`src/rtl/prp_job_scheduler.sv`:
```
// prp_job_scheduler: round-robin arbiter, parameter checker and watchdog for one shared PRP array
module prp_job_scheduler #(
  parameter int WIDTH      = 64,
  parameter int NUM_REQ    = 4,
  parameter int ID_W       = 2,
  parameter int MAX_ROUNDS = 128,
  parameter int TIMEOUT    = 4096
) (
  input  logic                     clk,
  input  logic                     rst_n,
  input  logic [NUM_REQ-1:0]       req_valid,
  output logic [NUM_REQ-1:0]       req_ready,
  input  logic [NUM_REQ*WIDTH-1:0] req_domain,
  input  logic [NUM_REQ*8-1:0]     req_rounds,
  input  logic [NUM_REQ-1:0]       req_dir,
  output logic                     arr_start,
  output logic [WIDTH-1:0]         arr_domain,
  output logic [7:0]               arr_num_rounds,
  output logic                     arr_direction,
  input  logic                     arr_done,
  input  logic                     arr_busy,
  output logic                     rsp_valid,
  input  logic                     rsp_ready,
  output logic [ID_W-1:0]          rsp_id,
  output logic [1:0]               rsp_status,
  output logic                     fault,
  input  logic                     fault_clr,
  output logic [15:0]              jobs_done
);
  typedef enum logic [2:0] {IDLE, ISSUE, RUN, RESP, FAULT} state_t;
  localparam int WD_W = $clog2(TIMEOUT);
  state_t state, state_nx;
  logic [ID_W-1:0] rr_ptr, id, grant;
  logic [ID_W:0] cand;
  logic [WD_W-1:0] wdog;
  logic [WIDTH-1:0] sel_dom;
  logic [7:0] sel_rnd;
  logic any_valid, hs, bad, wd_exp;
  // Highest offset is visited first so the requester closest to rr_ptr wins.
  always_comb begin
    grant = rr_ptr;
    any_valid = 1'b0;
    cand = '0;
    for (int k = NUM_REQ - 1; k >= 0; k--) begin
      cand = {1'b0, rr_ptr} + (ID_W+1)'(k);
      if (cand >= (ID_W+1)'(NUM_REQ)) cand = cand - (ID_W+1)'(NUM_REQ);
      if (req_valid[cand[ID_W-1:0]]) begin
        grant = cand[ID_W-1:0];
        any_valid = 1'b1;
      end
    end
  end
  assign req_ready = (rst_n && state == IDLE && !arr_busy && !fault && any_valid) ?
                     NUM_REQ'(1) << grant : '0;
  assign hs = |(req_valid & req_ready);
  assign sel_dom = req_domain[grant*WIDTH +: WIDTH];
  assign sel_rnd = req_rounds[grant*8 +: 8];
  assign bad = sel_rnd == 8'd0 || int'(sel_rnd) > MAX_ROUNDS || sel_dom < WIDTH'(2);
  assign wd_exp = wdog == WD_W'(TIMEOUT - 1);
  assign arr_start = state == ISSUE;
  assign rsp_valid = state == RESP;
  assign rsp_id = id;
  always_comb begin
    state_nx = state;
    case (state)
      IDLE:    state_nx = hs ? (bad ? RESP : ISSUE) : IDLE;
      ISSUE:   state_nx = RUN;
      RUN:     state_nx = (arr_done || wd_exp) ? RESP : RUN;
      RESP:    state_nx = rsp_ready ? (fault ? FAULT : IDLE) : RESP;
      FAULT:   state_nx = fault_clr ? IDLE : FAULT;
      default: state_nx = IDLE;
    endcase
  end
  always_ff @(posedge clk or negedge rst_n) begin
    if (!rst_n) begin
      state <= IDLE;
      rr_ptr <= '0;
      id <= '0;
      arr_domain <= '0;
      arr_num_rounds <= '0;
      arr_direction <= 1'b0;
      wdog <= '0;
      rsp_status <= 2'd0;
      fault <= 1'b0;
      jobs_done <= '0;
    end else begin
      state <= state_nx;
      wdog <= state == RUN ? wdog + 1'b1 : '0;
      if (state == IDLE && hs) begin
        id <= grant;
        arr_domain <= sel_dom;
        arr_num_rounds <= sel_rnd;
        arr_direction <= req_dir[grant];
        if (bad) rsp_status <= 2'd1;
      end
      // Done wins over an expiring watchdog in the same cycle.
      if (state == RUN && arr_done) rsp_status <= 2'd0;
      else if (state == RUN && wd_exp) begin
        rsp_status <= 2'd2;
        fault <= 1'b1;
      end
      if (state == RESP && rsp_ready) begin
        rr_ptr <= (id == ID_W'(NUM_REQ - 1)) ? '0 : id + 1'b1;
        if (rsp_status == 2'd0) jobs_done <= jobs_done + 16'd1;
      end
      if (state == FAULT && fault_clr) fault <= 1'b0;
    end
  end
endmodule

```
`config.mk`:
```
export PLATFORM = sky130hd
export DESIGN_NAME = prp_job_scheduler
export DESIGN_NICKNAME = d
export VERILOG_FILES = /design/src/rtl/prp_job_scheduler.sv
export SDC_FILE = /design/constraint.sdc
export NUM_CORES = 1
export LEC_CHECK = 0
export ABC_CLOCK_PERIOD_IN_PS = 3700
export CORE_AREA = 5 5 152 154
export CTS_CLUSTER_DIAMETER = 100
export DETAILED_ROUTE_END_ITERATION = 8
export DIE_AREA = 0 0 157 159
export PLACE_DENSITY = 0.73
export SLEW_MARGIN = 20
export SYNTH_ARGS = -nofsm -noshare
export SYNTH_HDL_FRONTEND = slang
export SYNTH_SLANG_ARGS = --single-unit
```
`constraint.sdc`:
```
create_clock -name clk -period 3.7 [get_ports clk]
set_input_delay 0.74 -clock clk [delete_from_list [all_inputs] [get_ports clk]]
set_output_delay 0.74 -clock clk [all_outputs]
set_load 0.02 [all_outputs]
```
-- Yosys cells after proc, flatten, opt, wreduce, memory -nomap -nowiden
Index checks and enable logic that the tools add are counted.
- output and inout bits: 100
- register bits after elaboration: 111
- bits of input ports: 302
- multiplexer cells: 39
- equality and inequality tests: 7
- add/subtract/negate cells: 10
- order comparisons: 11
- bitwise operators: 1
- shift operators: 3
- reduce and logical (&&, ||, !) cells: 24
- operator list (kind ; number):
    indexed part select 256 x 9 -> 64 bit ; 1
    less-than comparator 64 x 2 -> 1 bit, second input constant ; 1
    indexed part select 32 x 6 -> 8 bit ; 1
    2-to-1 mux 2 bit ; 15
    adder 16 x 1 -> 16 bit, second input constant ; 1
    less-than comparator 2 x 3 -> 1 bit, second input constant ; 5
    one-hot mux 3 bit (5 select lines) ; 1
    2-to-1 mux 1 bit ; 13
    adder 12 x 1 -> 12 bit, second input constant ; 1
    == test 12 bit, second input constant ; 1
    2-to-1 mux 12 bit ; 1
    binary-select mux 1 bit (select 2 bit) ; 5
    >= comparator 3 bit, second input constant ; 3
    logical AND 1 bit ; 9
    2-to-1 mux 3 bit ; 3
    > comparator 8 bit, second input constant ; 1
    logical NOT 8 bit ; 1
    subtractor 2 x 1 -> 2 bit, second input constant ; 4
    adder 2 x 2 -> 3 bit, second input constant ; 2
    == test 3 x 2 -> 1 bit, second input constant ; 2
    AND reduction 2 bit ; 3
    nonzero test 3 bit ; 2
    bitwise AND 4 bit ; 1
    2-to-1 mux 4 bit ; 1
    14 further kinds ; 17

-- Logic depth before layout (Yosys ltp)
- word-level depth: 17
- gate-level depth with buffers: 12
- mapped depth without buffers: 10

-- Worst setup path before layout
Ideal clock, no wire load.
- kind: input port to flip-flop
- start point: input req_valid[0]
- end point: register rsp_status[1]
- data required time: 3.574 ns
- setup slack: 0.577 ns
- buffers on the path: 3
- data arrival time: 2.997 ns
- stages: 12
- setup time: 0.126 ns
- cells stage by stage: nor2b_1 -> or4_1 -> buf_2 -> buf_2 -> buf_2 -> nand3_1 -> nand3_1 -> a22oi_1 -> nand4_1 -> nor4_2 -> a211oi_1 -> a311o_1
- cells in the longest elaborated chain, start to end: 13
- RTL lines (item ; RTL line ; RTL):
    start: declaration ; 11 ; input logic [NUM_REQ-1:0] req_valid,
    branches (longest 12 deep; another with less-than comparator 64 x 2 -> 1 bit) ; - ;
    AND reduction 2 bit (no source line) * ; - ;
    end signal: assignment ; 94 ; if (bad) rsp_status <= 2'd1;
    end signal: assignment ; 97 ; if (state == RUN && arr_done) rsp_status <= 2'd0;
    end signal: assignment ; 99 ; rsp_status <= 2'd2;
    end: declaration ; 25 ; output logic [1:0] rsp_status,
Mark *: on every way between the ends. The select of a mux whose other input is x is not followed.
A chain may end at the register's enable or synchronous reset.

-- Worst setup path after layout
Ends and elaborated chain as after synthesis.

==> metrics.json <==
{
  "global_routing": {
    "grt_first_pass_wirelength_um": 57400,
    "vias_in_the_first_global_route": 9791,
    "global_route.usage.total_pct": 29.5,
    "grt_overflow": 0,
    "antenna_found_initial": 6,
    "grt_start_max_net_pins": 82
  },
  "setup_path": {
    "cpMaxStageDelayCell": "sky130_fd_sc_hd__or4_4",
    "worst-endpoint-arrival_ns": 3.91,
    "crit_start": "req_valid[0]",
    "crit_path_max_incr_delay_ns": 0.54,
    "timing.rr.end": "rsp_status[1]",
    "worstRegToRegCells": 12,
    "start_kind": "input port",
    "setup.worst_path.class": "in -> reg",
    "setup.worst_path.end": "rsp_status[1]",
    "timing.critical_path.mode_cell": "sky130_fd_sc_hd__buf_12",
    "worstSetupEndpointType": "flip-flop",
    "timing.rr.start": "rr_ptr[1]",
    "setup.reg_to_reg.worst_slack_ns": 0.40,
    "cp_max_fo": 24,
    "cp.required_ns": 3.95,
    "crit_chain": "clkdlybuf4s50_1 -> nor2b_2 -> or4_4 -> buf_12 -> buf_12 -> a21oi_1 -> o21ai_0 -> a22oi_1 -> nand4_1 -> nor4_4 -> a211oi_2 -> a311o_1"
  },
  "final_layout": {
    "area_growth_syn_to_layout_pct": 75.6,
    "final_net_count": 1807,
    "final-seq-area_mm2": 0.00278,
    "filler_cell_count": 1887,
    "layout-drive-gt1-share_pct": 11.9,
    "multi_input_combinational_cell_area_mm2": 0.00439
  },
  "cts": {
    "cts_made_buffers": 9,
    "clock_path_buffers": 2,
    "insertion_delay_ns": 0.36,
    "register_clock_pin_slew_on_the_reported_worst_setup_and_hold_paths_ns": 0.09,
    "number_of_sinks_on_the_clock_net": 111,
    "cts_root_buf": "sky130_fd_sc_hd__clkbuf_16",
    "cts_tree": "yes",
    "htreeDepth": 3
  },
  "sta": {
    "part_of_the_cycle_the_worst_path_needs_pct": 98.9,
    "skew_ns": 0.0132,
    "unrepaired_setup_endpoints_after_global_routing": "true",
    "final-max-slew-violation-count": 0,
    "timing.fmax_mhz": 273,
    "final.setup.worst_slack_ns": 0.0421,
    "fin_crit_ns": 3.66,
    "final_hold_fails": 0,
    "setup-violations-final": 0,
    "setup-tns-final_ns": 0,
    "max-slew-margin-rel_pct": 46.7,
    "tightest_slew_ns": 0.799
  },
  "power": {
    "power_leakage_uw": 0.00566,
    "pwr_density_cell_mw_per_mm2": 642,
    "ir_drop_uv": 309,
    "finalPower_uw": 8450
  },
  "routing": {
    "drc": 0,
    "vias_post_dr": 10000,
    "detail-route-antenna-nets": 0,
    "drt-vias-per-instance": 5.61,
    "wl_per_cell_um": 21.6,
    "detailedRoute.firstPassIterationCount": 6,
    "drt-initial-drc-count": 867,
    "wirelength_um": 38800
  },
  "yosys": {
    "synthMostInstantiatedCell": "sky130_fd_sc_hd__nand3_1",
    "number_of_flip_flops_and_latches_in_the_synthesized_netlist": 111,
    "synth_largest_type_area_fraction_pct": 37.1,
    "post_synthesis_cell_area_mm2": 0.00749,
    "post_synth_edffs": 0,
    "synth_sequential_area_ratio_pct": 37.1,
    "postSynthNetCount": 1353,
    "synth.area.top_cells": "sky130_fd_sc_hd__dfrtp_1 37%, sky130_fd_sc_hd__nand3_1 15%, sky130_fd_sc_hd__o21ai_0 9.2%",
    "synthCells": 1048,
    "average_cell_area_after_synthesis_um2": 7.15,
    "synthFlopType": "sky130_fd_sc_hd__dfrtp_1",
    "synth_top_cell_by_area": "sky130_fd_sc_hd__dfrtp_1",
    "synth_warnings": 0,
    "synth_cell_type_count": 42,
    "post_synthesis_async_set_or_reset_flop_share_pct": 100,
    "netlist_top_cells_count": "224 x sky130_fd_sc_hd__nand3_1, 180 x sky130_fd_sc_hd__nand2_1, 138 x sky130_fd_sc_hd__o21ai_0"
  },
  "placed_design": {
    "routabilityCongestion": 0.945,
    "detailedPlace.worstSlack_ns": -0.433,
    "detailed_place_hpwl_um": 30800,
    "numPortBuffers": 401
  },
  "job": {
    "cap_viol_max_count": 0
  },
  "floorplanning": {
    "fp.dieArea_mm2": 0.0250,
    "die_width_um": 157,
    "core_mm2": 0.0216,
    "chipHeight_um": 159,
    "number_of_top_level_design_ports": 402,
    "initial_utilization_pct": 34.7,
    "placementRows": 54
  },
  "run_status": {
    "outcome": "finished, final reports clean"
  },
  "hold_path": {
    "type_of_the_tightest_min_delay_check": "in -> async"
  }
}
## report_power, final
| group | total (uW) | switching, uW | internal (uW) |
|---|---|---|---|
| Combinational | 5420 | 2970 | 2450 |
| Clock | 1060 | 506 | 556 |
| Sequential | 1960 | 313 | 1650 |
## routing by layer
metal,GRT usage (%),vias up,routed length (um)
li1,-,4658,-
met1,40.0,4757,16000
met2,46.6,538,18000
met3,5.98,88,3250
met4,10.7,4,1460
met5,0,-,21
## flip-flops by register name (all words and copies together) (netlist names)
name / flops
rsp_id: 2
wdog: 12
arr_direction: 1
arr_domain: 64
fault: 1
rsp_status: 2
jobs_done: 16
arr_num_rounds: 8
state: 3
rr_ptr: 2
## cells by family after synthesis
| kind of cell | after synthesis | share of synthesized area, % |
|---|---|---|
| AOI/OAI and AO/OA | 266 | 19.5 |
| xor gates and xnor gates | 26 | 3.04 |
| adders and majority gates | 3 | 0.501 |
| buffers and inverters | 101 | 5.98 |
| DFF | 111 | 37.1 |
| muxes | 2 | 0.301 |
| and+or+nand+nor | 539 | 33.6 |
## worst min-delay path by stage
stage	slack, ns	cells after the start	to
after floorplan	0.43	1	wdog[0]
after global placement	0.45	1	wdog[0]
after detailed placement	0.46	1	wdog[0]
after CTS	0.42	2	arr_domain[0]
after global routing	0.45	2	arr_domain[0]
final	0.42	2	arr_domain[0]
## cells in the final DEF (no fill, tap or decap), types with 4 or more instances in the layout
cell,count
sky130_fd_sc_hd__nand4_1,12
sky130_fd_sc_hd__nand3_1,222
sky130_fd_sc_hd__and3_1,8
sky130_fd_sc_hd__o21ai_0,133
sky130_fd_sc_hd__nor3_1,74
sky130_fd_sc_hd__inv_1,4
sky130_fd_sc_hd__buf_12,19
sky130_fd_sc_hd__nand2_1,180
sky130_fd_sc_hd__a22oi_1,30
sky130_fd_sc_hd__a21oi_1,68
sky130_fd_sc_hd__buf_4,119
sky130_fd_sc_hd__xor2_1,11
sky130_fd_sc_hd__dfrtp_1,111
sky130_fd_sc_hd__nor2_1,22
sky130_fd_sc_hd__o21ai_1,13
sky130_fd_sc_hd__diode_2,4
sky130_fd_sc_hd__xnor2_1,15
sky130_fd_sc_hd__clkbuf_16,9
sky130_fd_sc_hd__clkdlybuf4s50_1,395
sky130_fd_sc_hd__nor2b_1,4
sky130_fd_sc_hd__a22oi_2,4
## worst max-delay path: cells and delay by family
kind | cells | cell delay, ns
buffers and inverters | 3 | 0.82
AO/OA/AOI/OAI | 5 | 1.03
AND/OR/NAND/NOR | 4 | 1.30
## stage by stage
| stage | util (%) | instance area (um2) | hold slack, ns | std cells |
|---|---|---|---|---|
| after CTS | 60.6 | 13100 | 0.420 | 1785 |
| final | 61.0 | 13100 | 0.418 | 1791 |
| after global routing | 61.0 | 13100 | 0.448 | 1791 |
| after global placement | 59.1 | 12700 | 0.447 | 1769 |
| after floorplan | - | 7490 | 0.433 | 1048 |
| after detailed placement | 59.1 | 12700 | 0.456 | 1769 |
## what timing repair did
item / 4_1_cts / 5_1_grt
setup buffers: 0 / 2
gates resized for setup: 6 / 17
pin swaps: 0 / 12
hold buffers: 0 / 0
endpoints found under the setup margin: 4 / 4
## final cells by class
class	count	share of cell area, %
Timing Repair Buffer	539	40.2
Clock buffer	10	1.82
Clock inverter	6	0.580
Inverter	5	0.143
Multi-Input combinational cell	836	33.4
Sequential cell	111	21.1
Tap cell	280	2.66
Antenna cell	4	0.0761
Note: power is estimated with default switching activity, not from simulation.
